===== config.mk =====
export PLATFORM = sky130hd
export DESIGN_NAME = unidade_controle
export DESIGN_NICKNAME = d
export VERILOG_FILES = /design/src/rtl/cpu_pkg.sv /design/src/rtl/unidade_controle_decodificador_op.sv /design/src/rtl/unidade_controle.sv
export SDC_FILE = /design/constraint.sdc
export NUM_CORES = 1
export LEC_CHECK = 0
export ABC_AREA = 1
export CORE_UTILIZATION = 34
export CTS_CLUSTER_SIZE = 10
export DETAILED_ROUTE_END_ITERATION = 8
export PLACE_DENSITY = 0.62
export SLEW_MARGIN = 30
export SYNTH_ARGS = -nofsm -noshare
export SYNTH_HDL_FRONTEND = slang
export SYNTH_HIERARCHICAL = 1
export SYNTH_SLANG_ARGS = --single-unit

===== constraint.sdc =====
create_clock -name clock -period 2 [get_ports clock]
set_input_delay 0.3 -clock clock [delete_from_list [all_inputs] [get_ports clock]]
set_output_delay 0.3 -clock clock [all_outputs]
set_load 0.1 [all_outputs]

===== src/rtl/cpu_pkg.sv =====
`default_nettype none
// ============================================================================
// Module   : cpu_pkg
// Brief    : Shared opcodes, register/ALU control codes and control-unit
//            state encodings for the 4-bit CPU.
// Revision : 1.0 - initial release
// ============================================================================
package cpu_pkg;

    // Opcodes delivered by the instruction memory
    localparam logic [2:0] OP_CARREGA_X = 3'b000;
    localparam logic [2:0] OP_SOMA      = 3'b001;
    localparam logic [2:0] OP_SUBTRAI   = 3'b010;
    localparam logic [2:0] OP_E         = 3'b011;
    localparam logic [2:0] OP_OU        = 3'b100;
    localparam logic [2:0] OP_MOVE_Z    = 3'b101;
    localparam logic [2:0] OP_LIMPA     = 3'b110;
    localparam logic [2:0] OP_HALT      = 3'b111;

    // Register control codes; remaining values are reserved
    localparam logic [3:0] REG_HOLD  = 4'b0000;
    localparam logic [3:0] REG_LOAD  = 4'b0001;
    localparam logic [3:0] REG_CLEAR = 4'b0010;

    // ALU operation select
    localparam logic [3:0] ULA_ADD   = 4'b0000;
    localparam logic [3:0] ULA_SUB   = 4'b0001;
    localparam logic [3:0] ULA_AND   = 4'b0010;
    localparam logic [3:0] ULA_OR    = 4'b0011;
    localparam logic [3:0] ULA_NOTX  = 4'b0100;
    localparam logic [3:0] ULA_PASSX = 4'b0101;

    // Control-unit states; encodings are visible on the debug port
    typedef enum logic [2:0] {
        OCIOSO     = 3'b000,
        BUSCA      = 3'b001,
        DECODIFICA = 3'b010,
        EXECUTA    = 3'b011,
        AVANCA     = 3'b100,
        PARADO     = 3'b101
    } estado_t;

endpackage
`default_nettype wire


===== src/rtl/unidade_controle_decodificador_op.sv =====
`default_nettype none
// ============================================================================
// Module   : decodificador_op
// Brief    : Combinational opcode decoder, maps an opcode to the register
//            control codes and ALU select used during EXECUTA.
// Revision : 1.0 - initial release
// ============================================================================
module decodificador_op
    import cpu_pkg::*;
(
    input  logic [2:0] op_i,
    output logic [3:0] tx_o,
    output logic [3:0] ty_o,
    output logic [3:0] tz_o,
    output logic [3:0] tula_o
);

    // Opcode to control-code table; HALT leaves everything at HOLD/ADD
    always_comb begin
        tx_o   = REG_HOLD;
        ty_o   = REG_HOLD;
        tz_o   = REG_HOLD;
        tula_o = ULA_ADD;
        case (op_i)
            OP_CARREGA_X: tx_o = REG_LOAD;
            OP_SOMA: begin
                tula_o = ULA_ADD;
                ty_o   = REG_LOAD;
            end
            OP_SUBTRAI: begin
                tula_o = ULA_SUB;
                ty_o   = REG_LOAD;
            end
            OP_E: begin
                tula_o = ULA_AND;
                ty_o   = REG_LOAD;
            end
            OP_OU: begin
                tula_o = ULA_OR;
                ty_o   = REG_LOAD;
            end
            OP_MOVE_Z: tz_o = REG_LOAD;
            OP_LIMPA: begin
                tx_o = REG_CLEAR;
                ty_o = REG_CLEAR;
                tz_o = REG_CLEAR;
            end
            default: ;
        endcase
    end

endmodule
`default_nettype wire


===== src/rtl/unidade_controle.sv =====
`default_nettype none
// ============================================================================
// Module   : unidade_controle
// Brief    : Multi-cycle control unit: fetch/decode/execute/advance FSM with
//            registered (Moore) control outputs, halt handling and a
//            saturating retired-instruction counter.
// Revision : 1.0 - initial release
// ============================================================================
module unidade_controle
    import cpu_pkg::*;
#(
    parameter int LARGURA_CONT = 8
) (
    input  logic                    clock,
    input  logic                    reset,
    input  logic                    inicia,
    input  logic [2:0]              instrucao,
    input  logic                    rco,
    output logic [3:0]              tx,
    output logic [3:0]              ty,
    output logic [3:0]              tz,
    output logic [3:0]              tula,
    output logic                    pc_avanca,
    output logic                    parado,
    output logic [2:0]              estado,
    output logic [LARGURA_CONT-1:0] contagem_instr
);

    localparam logic [LARGURA_CONT-1:0] CONT_UM  = {{(LARGURA_CONT-1){1'b0}}, 1'b1};
    localparam logic [LARGURA_CONT-1:0] CONT_MAX = {LARGURA_CONT{1'b1}};

    estado_t                 estado_q, estado_d;
    logic [2:0]              ir_q, ir_d;
    logic [3:0]              tx_q, tx_d, ty_q, ty_d, tz_q, tz_d, tula_q, tula_d;
    logic                    pc_avanca_q, pc_avanca_d;
    logic                    parado_q, parado_d;
    logic [LARGURA_CONT-1:0] cont_q, cont_d;
    logic [3:0]              dec_tx, dec_ty, dec_tz, dec_tula;

    // Decodes the opcode that ir will hold next, so the codes can be
    // registered on the same edge that enters EXECUTA.
    decodificador_op u_decodificador_op (
        .op_i   (ir_d),
        .tx_o   (dec_tx),
        .ty_o   (dec_ty),
        .tz_o   (dec_tz),
        .tula_o (dec_tula)
    );

    // Next-state, instruction latch, counter and next-output logic
    always_comb begin
        estado_d = estado_q;
        ir_d     = ir_q;
        cont_d   = cont_q;
        case (estado_q)
            OCIOSO:     if (inicia) estado_d = BUSCA;
            BUSCA:      estado_d = DECODIFICA;
            DECODIFICA: begin
                ir_d     = instrucao;
                estado_d = (instrucao == OP_HALT) ? PARADO : EXECUTA;
            end
            EXECUTA:    estado_d = AVANCA;
            AVANCA: begin
                // Instruction retires on the edge that leaves AVANCA
                if (cont_q != CONT_MAX) cont_d = cont_q + CONT_UM;
                estado_d = rco ? PARADO : BUSCA;
            end
            PARADO:     estado_d = PARADO;
            default:    estado_d = OCIOSO;
        endcase

        // Outputs are registered against the state being entered
        tx_d        = (estado_d == EXECUTA) ? dec_tx   : REG_HOLD;
        ty_d        = (estado_d == EXECUTA) ? dec_ty   : REG_HOLD;
        tz_d        = (estado_d == EXECUTA) ? dec_tz   : REG_HOLD;
        tula_d      = (estado_d == EXECUTA) ? dec_tula : ULA_ADD;
        pc_avanca_d = (estado_d == AVANCA);
        parado_d    = (estado_d == PARADO);
    end

    // State and output registers; reset overrides every transition
    always_ff @(posedge clock) begin
        if (reset) begin
            estado_q    <= OCIOSO;
            ir_q        <= OP_CARREGA_X;
            tx_q        <= REG_HOLD;
            ty_q        <= REG_HOLD;
            tz_q        <= REG_HOLD;
            tula_q      <= ULA_ADD;
            pc_avanca_q <= 1'b0;
            parado_q    <= 1'b0;
            cont_q      <= '0;
        end else begin
            estado_q    <= estado_d;
            ir_q        <= ir_d;
            tx_q        <= tx_d;
            ty_q        <= ty_d;
            tz_q        <= tz_d;
            tula_q      <= tula_d;
            pc_avanca_q <= pc_avanca_d;
            parado_q    <= parado_d;
            cont_q      <= cont_d;
        end
    end

    assign tx             = tx_q;
    assign ty             = ty_q;
    assign tz             = tz_q;
    assign tula           = tula_q;
    assign pc_avanca      = pc_avanca_q;
    assign parado         = parado_q;
    assign estado         = estado_q;
    assign contagem_instr = cont_q;

endmodule
`default_nettype wire


### Word level (Yosys, flattened, before mapping)

Index checks and enable logic that the tools add are counted.

| operators by class | value |
|---|---|
| equal/unequal tests | 16 |
| bitwise operators | 1 |
| muxes and demuxes | 9 |
| reduce and logical (&&, ||, !) cells | 5 |
| add/sub/neg operators | 1 |

Operators with widths:

| operator | count |
|---|---|
| 3-bit equality test (second input constant) | 8 |
| 3-bit case mux with 6 select lines | 1 |
| 3-bit by 2-bit equality test with 1-bit output (second input constant) | 5 |
| 3-bit two-way mux | 4 |
| 2-bit case mux with 2 select lines | 3 |
| 8-bit by 1-bit adder with 8-bit output (second input constant) | 1 |
| 8-bit != test (second input constant) | 1 |
| 3-bit by 1-bit equality test with 1-bit output (second input constant) | 2 |
| 3-bit logical NOT | 2 |
| 2-bit case mux with 3 select lines | 1 |
| 4-bit OR reduction | 1 |
| 2-bit AND reduction | 1 |
| 2-bit OR reduction | 1 |
| 1-bit inverter | 1 |

| word-level totals | value |
|---|---|
| input bits | 7 |
| output and inout bits | 29 |
| logic and storage cells | 41 |
| bits in registers | 32 |

### Depth between registers and ports, before layout

| depth | value |
|---|---|
| depth after elaboration | 6 |
| gate-level depth with buffers | 11 |
| mapped depth without buffers | 11 |

### Cells and area by module

Netlist, hierarchy kept.

Modules (own cells, without submodules):

| module | cells an instance | instances | area an instance (um2) | sequential area each (um2) |
|---|---|---|---|---|
| unidade_controle | 171 | 1 | 1,330.0 | 640.6 |
| decodificador_op | 24 | 1 | 151.4 | 0.0 |

### Worst setup path after synthesis

No wires, ideal clock.

| path | value |
|---|---|
| path kind | reg-to-reg |
| from | register estado_q[1], in the netlist estado[1] |
| to | register ty_q[1], in the netlist ty[1] |
| cell stages (with the launch flop) | 12 |
| setup time | 0.062 ns |
| path slack | -0.452 ns |
| buffers on the path | 1 |
| required time | 1.938 ns |
| data arrival time | 2.390 ns |
| clock period less this slack | 2.452 ns |
| path through | dfxtp_1 inv_2 nor2_4 nand2_4 nand2_1 inv_1 a21oi_1 inv_2 nor3_2 buf_4 inv_1 nor2_2 |

| between the ends | value |
|---|---|
| word-level cells in the longest chain between the ends | 5 |
| elaborated cells between the ends (all ways) | 19 |
| those cells by class | eq/ne (11); mux (4); bitwise (1); reduce/logical (3) |

RTL lines:

| item | line | text |
|---|---|---|
| from (decl) | unidade_controle.sv:32 | `estado_t estado_q, estado_d;` |
| from (signal assigned) | unidade_controle.sv:94 | `estado_q <= estado_d;` |
| 3-bit by 2-bit equality test with 1-bit output (*) | unidade_controle.sv:55 | `case (estado_q)` |
| 3-bit two-way mux (*) | unidade_controle.sv:55 |  |
| net ir_d[1] | unidade_controle.sv:33 | `logic [2:0] ir_q, ir_d;` |
| 3-bit by 1-bit equality test with 1-bit output, or another cell as far along | unidade_controle_decodificador_op.sv:24 | `case (op_i)` |
| 4-bit OR reduction (no line) | - |  |
| 2-bit case mux with 2 select lines (*) | unidade_controle_decodificador_op.sv:24 |  |
| net dec_ty[1] | unidade_controle.sv:38 | `logic [3:0] dec_tx, dec_ty, dec_tz, dec_tula;` |
| to (signal assigned) | unidade_controle.sv:97 | `ty_q <= ty_d;` |
| to (decl) | unidade_controle.sv:34 | `logic [3:0] tx_q, tx_d, ty_q, ty_d, tz_q, tz_d, tula_q, tula_d;` |

The timed path passes the listed nets; every way through them passes the cells marked *.
A chain may end at the register's enable or synchronous reset.

### Final worst setup path

| path | value |
|---|---|
| from | register estado_q[1], in the netlist estado[1] |
| to | register tz_q[1], in the netlist tz[1] |

| between the ends | value |
|---|---|
| elaborated cells between the ends (all ways) | 15 |
| those cells by class | eq/ne (8); mux (4); bitwise (1); reduce/logical (2) |

RTL lines:

| item | line | text |
|---|---|---|
| 3-bit by 2-bit equality test with 1-bit output (*) | unidade_controle.sv:55 |  |
| 3-bit two-way mux (*) | unidade_controle.sv:55 |  |
| net ir_d[2] | unidade_controle.sv:33 |  |
| 3-bit equality test | unidade_controle_decodificador_op.sv:24 |  |
| 2-bit case mux with 2 select lines (*) | unidade_controle_decodificador_op.sv:24 |  |
| to (signal assigned) | unidade_controle.sv:98 | `tz_q <= tz_d;` |
| to (decl) | unidade_controle.sv:34 |  |

Marked as above.

==> flow_summary.yaml <==
drt:
  routed_wl_um: 2660
  vias_per_cell: 4.16
  post_drt_wl_per_cell_um: 9.34
  via_count: 1186
  drt_iter0_drc: 55
  dr.pass1.iters: 4
  post-route-drc-count: 0
  antenna_left: 0
logic_synthesis:
  ys_types: 28
  netlist_instances: 195
  ys_top_cells_by_area: "dfxtp_1 (43%), inv_1 (9.1%), nand2_1 (8.1%)"
  ys_seq_area_share_pct: 43.2
  ys_seq_elements: 32
  synth.yosys.warnings: 6
  synth_top_cell_area_share_pct: 43.2
  synth_top_area_cell: "dfxtp_1"
  syn_area_per_cell_um2: 7.60
  syn-cell-area_mm2: 0.00148
global_route:
  grt_pass1_vias: 1048
  overflow: 0
  grt_max_degree: 17
  grt_pass1_wl_um: 4510
  grt_usage_pct: 13.4
  antenna_found_initial: 0
clock_network:
  h-tree-depth: 2
  ctsRootBufferMaster: "clkbuf_8"
  postCtsSetupBuffers: 0
  clkSlewWorstSetupHoldPaths_ns: 0.06
  cts_buffers: 5
  clk_latency_ns: 0.28
  cts.sinks: 32
  cts_tree: "done"
  holdBufCountCts: 0
  cts_resized: 0
  cts_buffer_depth: 2
min_path:
  min_path_type: "reg -> reg"
  holdPathStages: 2
  hold_end: "contagem_instr[1]"
  holdCritStartpoint: "contagem_instr[1]"
layout:
  drive_gt1_share_pct: 28.5
  final_nets: 242
  fillCellCount: 430
  final_area_mm2: 0.00188
  syn2layout_area_growth_pct: 27.1
  n_antenna_cell: 0
floorplanning:
  fp.dieArea_mm2: 0.00463
  coreArea_mm2: 0.00409
  start_util_pct: 36.3
  placementRows: 23
  chipHeight_um: 68.0
  die_x_um: 68.0
  ios: 36
critical_path:
  worst-path-buf-inv: 4
  cp_max_fo: 6
  cp_top_family: "simple AND/OR/NAND/NOR gates"
  cpPeakStageDelay_ns: 0.39
  cp_common_cell: "inv_1"
  ff2ff_path_depth: 10
  worstPathArrival_ns: 1.87
  required_ns: 2.21
  r2r_end: "tz[1]"
  start_kind: "register"
  worstReg2RegStart: "estado[1]"
  endpoint_kind: "register"
  r2r_slack_ns: 0.35
  crit_type: "reg -> reg"
  crit_path_top_delay_cell: "dfxtp_4"
  crit_path_cell_trace: "inv_2 -> nor2_4 -> nand2_4 -> nand2_1 -> inv_1 -> a21oi_1 -> inv_1 -> nor3_2 -> inv_1 -> nor2_2"
placed_design:
  place_area_mm2: 0.00178
  portBuffers: 35
  post-dp-hpwl_um: 1990
  gp_congestion: 0.760
status:
  status: "finished clean"
timing:
  slew_viol_final: 0
  fmax_ghz: 0.605
  hold_viol: 0
  rsz0062_at_grt: "false"
  final.setup.tns_ns: 0
  finalCritPeriodShare_pct: 82.7
  finalSetupViolCount: 0
  period_needed_ns: 1.65
  skew_ns: 0.00561
power_and_ir_drop:
  p_total_mw: 1.61
  leakagePower_nw: 0.840
  powerDensity_mw_per_mm2: 856
  peakVddDrop_uv: 378
job:
  cap_violations: 0
sequential cells by signal, summed over array words and instances, names as in the netlist:
signal / cells
ty: 4
ir_q: 3
tx: 4
parado: 1
estado: 3
tula: 4
contagem_instr: 8
tz: 4
pc_avanca: 1
kinds of logic (layout without fill, tap and decap cells):
group                    Yosys count  count (layout)  share of synthesized area, %
adder cells (fa/ha/maj)            1               1                         0.844
XOR/XNOR                           1               1                         0.591
AND/OR/NAND/NOR                   92              92                          32.3
AO/OA/AOI/OAI                     14              14                          5.24
flip-flops                        32              32                          43.2
buffers and inverters             54              87                          17.6
other                              1               8                         0.253
tightest hold or removal path, stage by stage (launching register included):
cell	delay, ns
dfxtp_2	0.34
nand2_1	0.06
a21oi_1	0.05
final cells by class:
cell class / count / area (µm²) / area share (%)
Inverter: 41 / 159 / 8.44
Sequential cell: 32 / 652 / 34.6
Clock buffer: 7 / 97.6 / 5.18
Tap cell: 50 / 62.6 / 3.32
Clock inverter: 1 / 5.00 / 0.266
Timing Repair Buffer: 38 / 300 / 15.9
Multi-Input combinational cell: 116 / 607 / 32.2
metal layers:
layer	GRT usage (%)	vias to the layer above	share of wire (%)
li1	-	656	-
met1	16.4	498	47
met2	20.0	25	44
met3	4.83	7	5.4
met4	7.81	0	2.6
met5	0	-	0
synthesized netlist by cell type (all sizes together):
cell type   n
inv        41
nand2      34
dfxtp      32
nor2       30
nand3      15
buf        12
a21oi       9
nor3        6
nand4       4
a211oi      3
nand3b      2
o21ai       2
clkbuf      1
conb        1
ha          1
nor4        1
xor2        1
power by group:
| group | internal, mW | total [mW] | switching [mW] |
|---|---|---|---|
| clock | 0.319 | 0.552 | 0.233 |
| combinational | 0.0984 | 0.374 | 0.276 |
| sequential | 0.665 | 0.685 | 0.0200 |
placed cells by master, fill, tap and decap left out, types with 5 or more instances in the layout:
master / n
nand2_1: 32
clkdlybuf4s50_1: 6
conb_1: 8
inv_1: 36
nor2_1: 19
a21oi_1: 9
dfxtp_1: 27
buf_4: 32
nand3_1: 13
nor2_2: 9
clkbuf_8: 5
per-stage QoR:
step / instances / util, % / hold slack, ns / setup WS, ns
2_1_floorplan: 202 / - / 0.379 / 0.106
6_report: 285 / 46.1 / 0.497 / 0.346
3_3_place_gp: 277 / 43.6 / 0.486 / 0.283
3_5_place_dp: 277 / 43.6 / 0.487 / 0.232
5_1_grt: 285 / 46.1 / 0.531 / 0.128
4_1_cts: 285 / 46.1 / 0.497 / 0.323
how the worst max path moves through the flow:
stage	startpoint	slack, ns	cells after the start	end
after floorplan	estado[2]	0.11	9	ty[1]
after global placement	instrucao[2]	0.28	7	ty[1]
after detailed placement	instrucao[2]	0.23	7	tz[1]
after CTS	estado[1]	0.32	10	tz[1]
after global routing	estado[1]	0.13	10	tz[1]
final	estado[1]	0.35	10	tz[1]
Power figures use the tool's default switching activity.
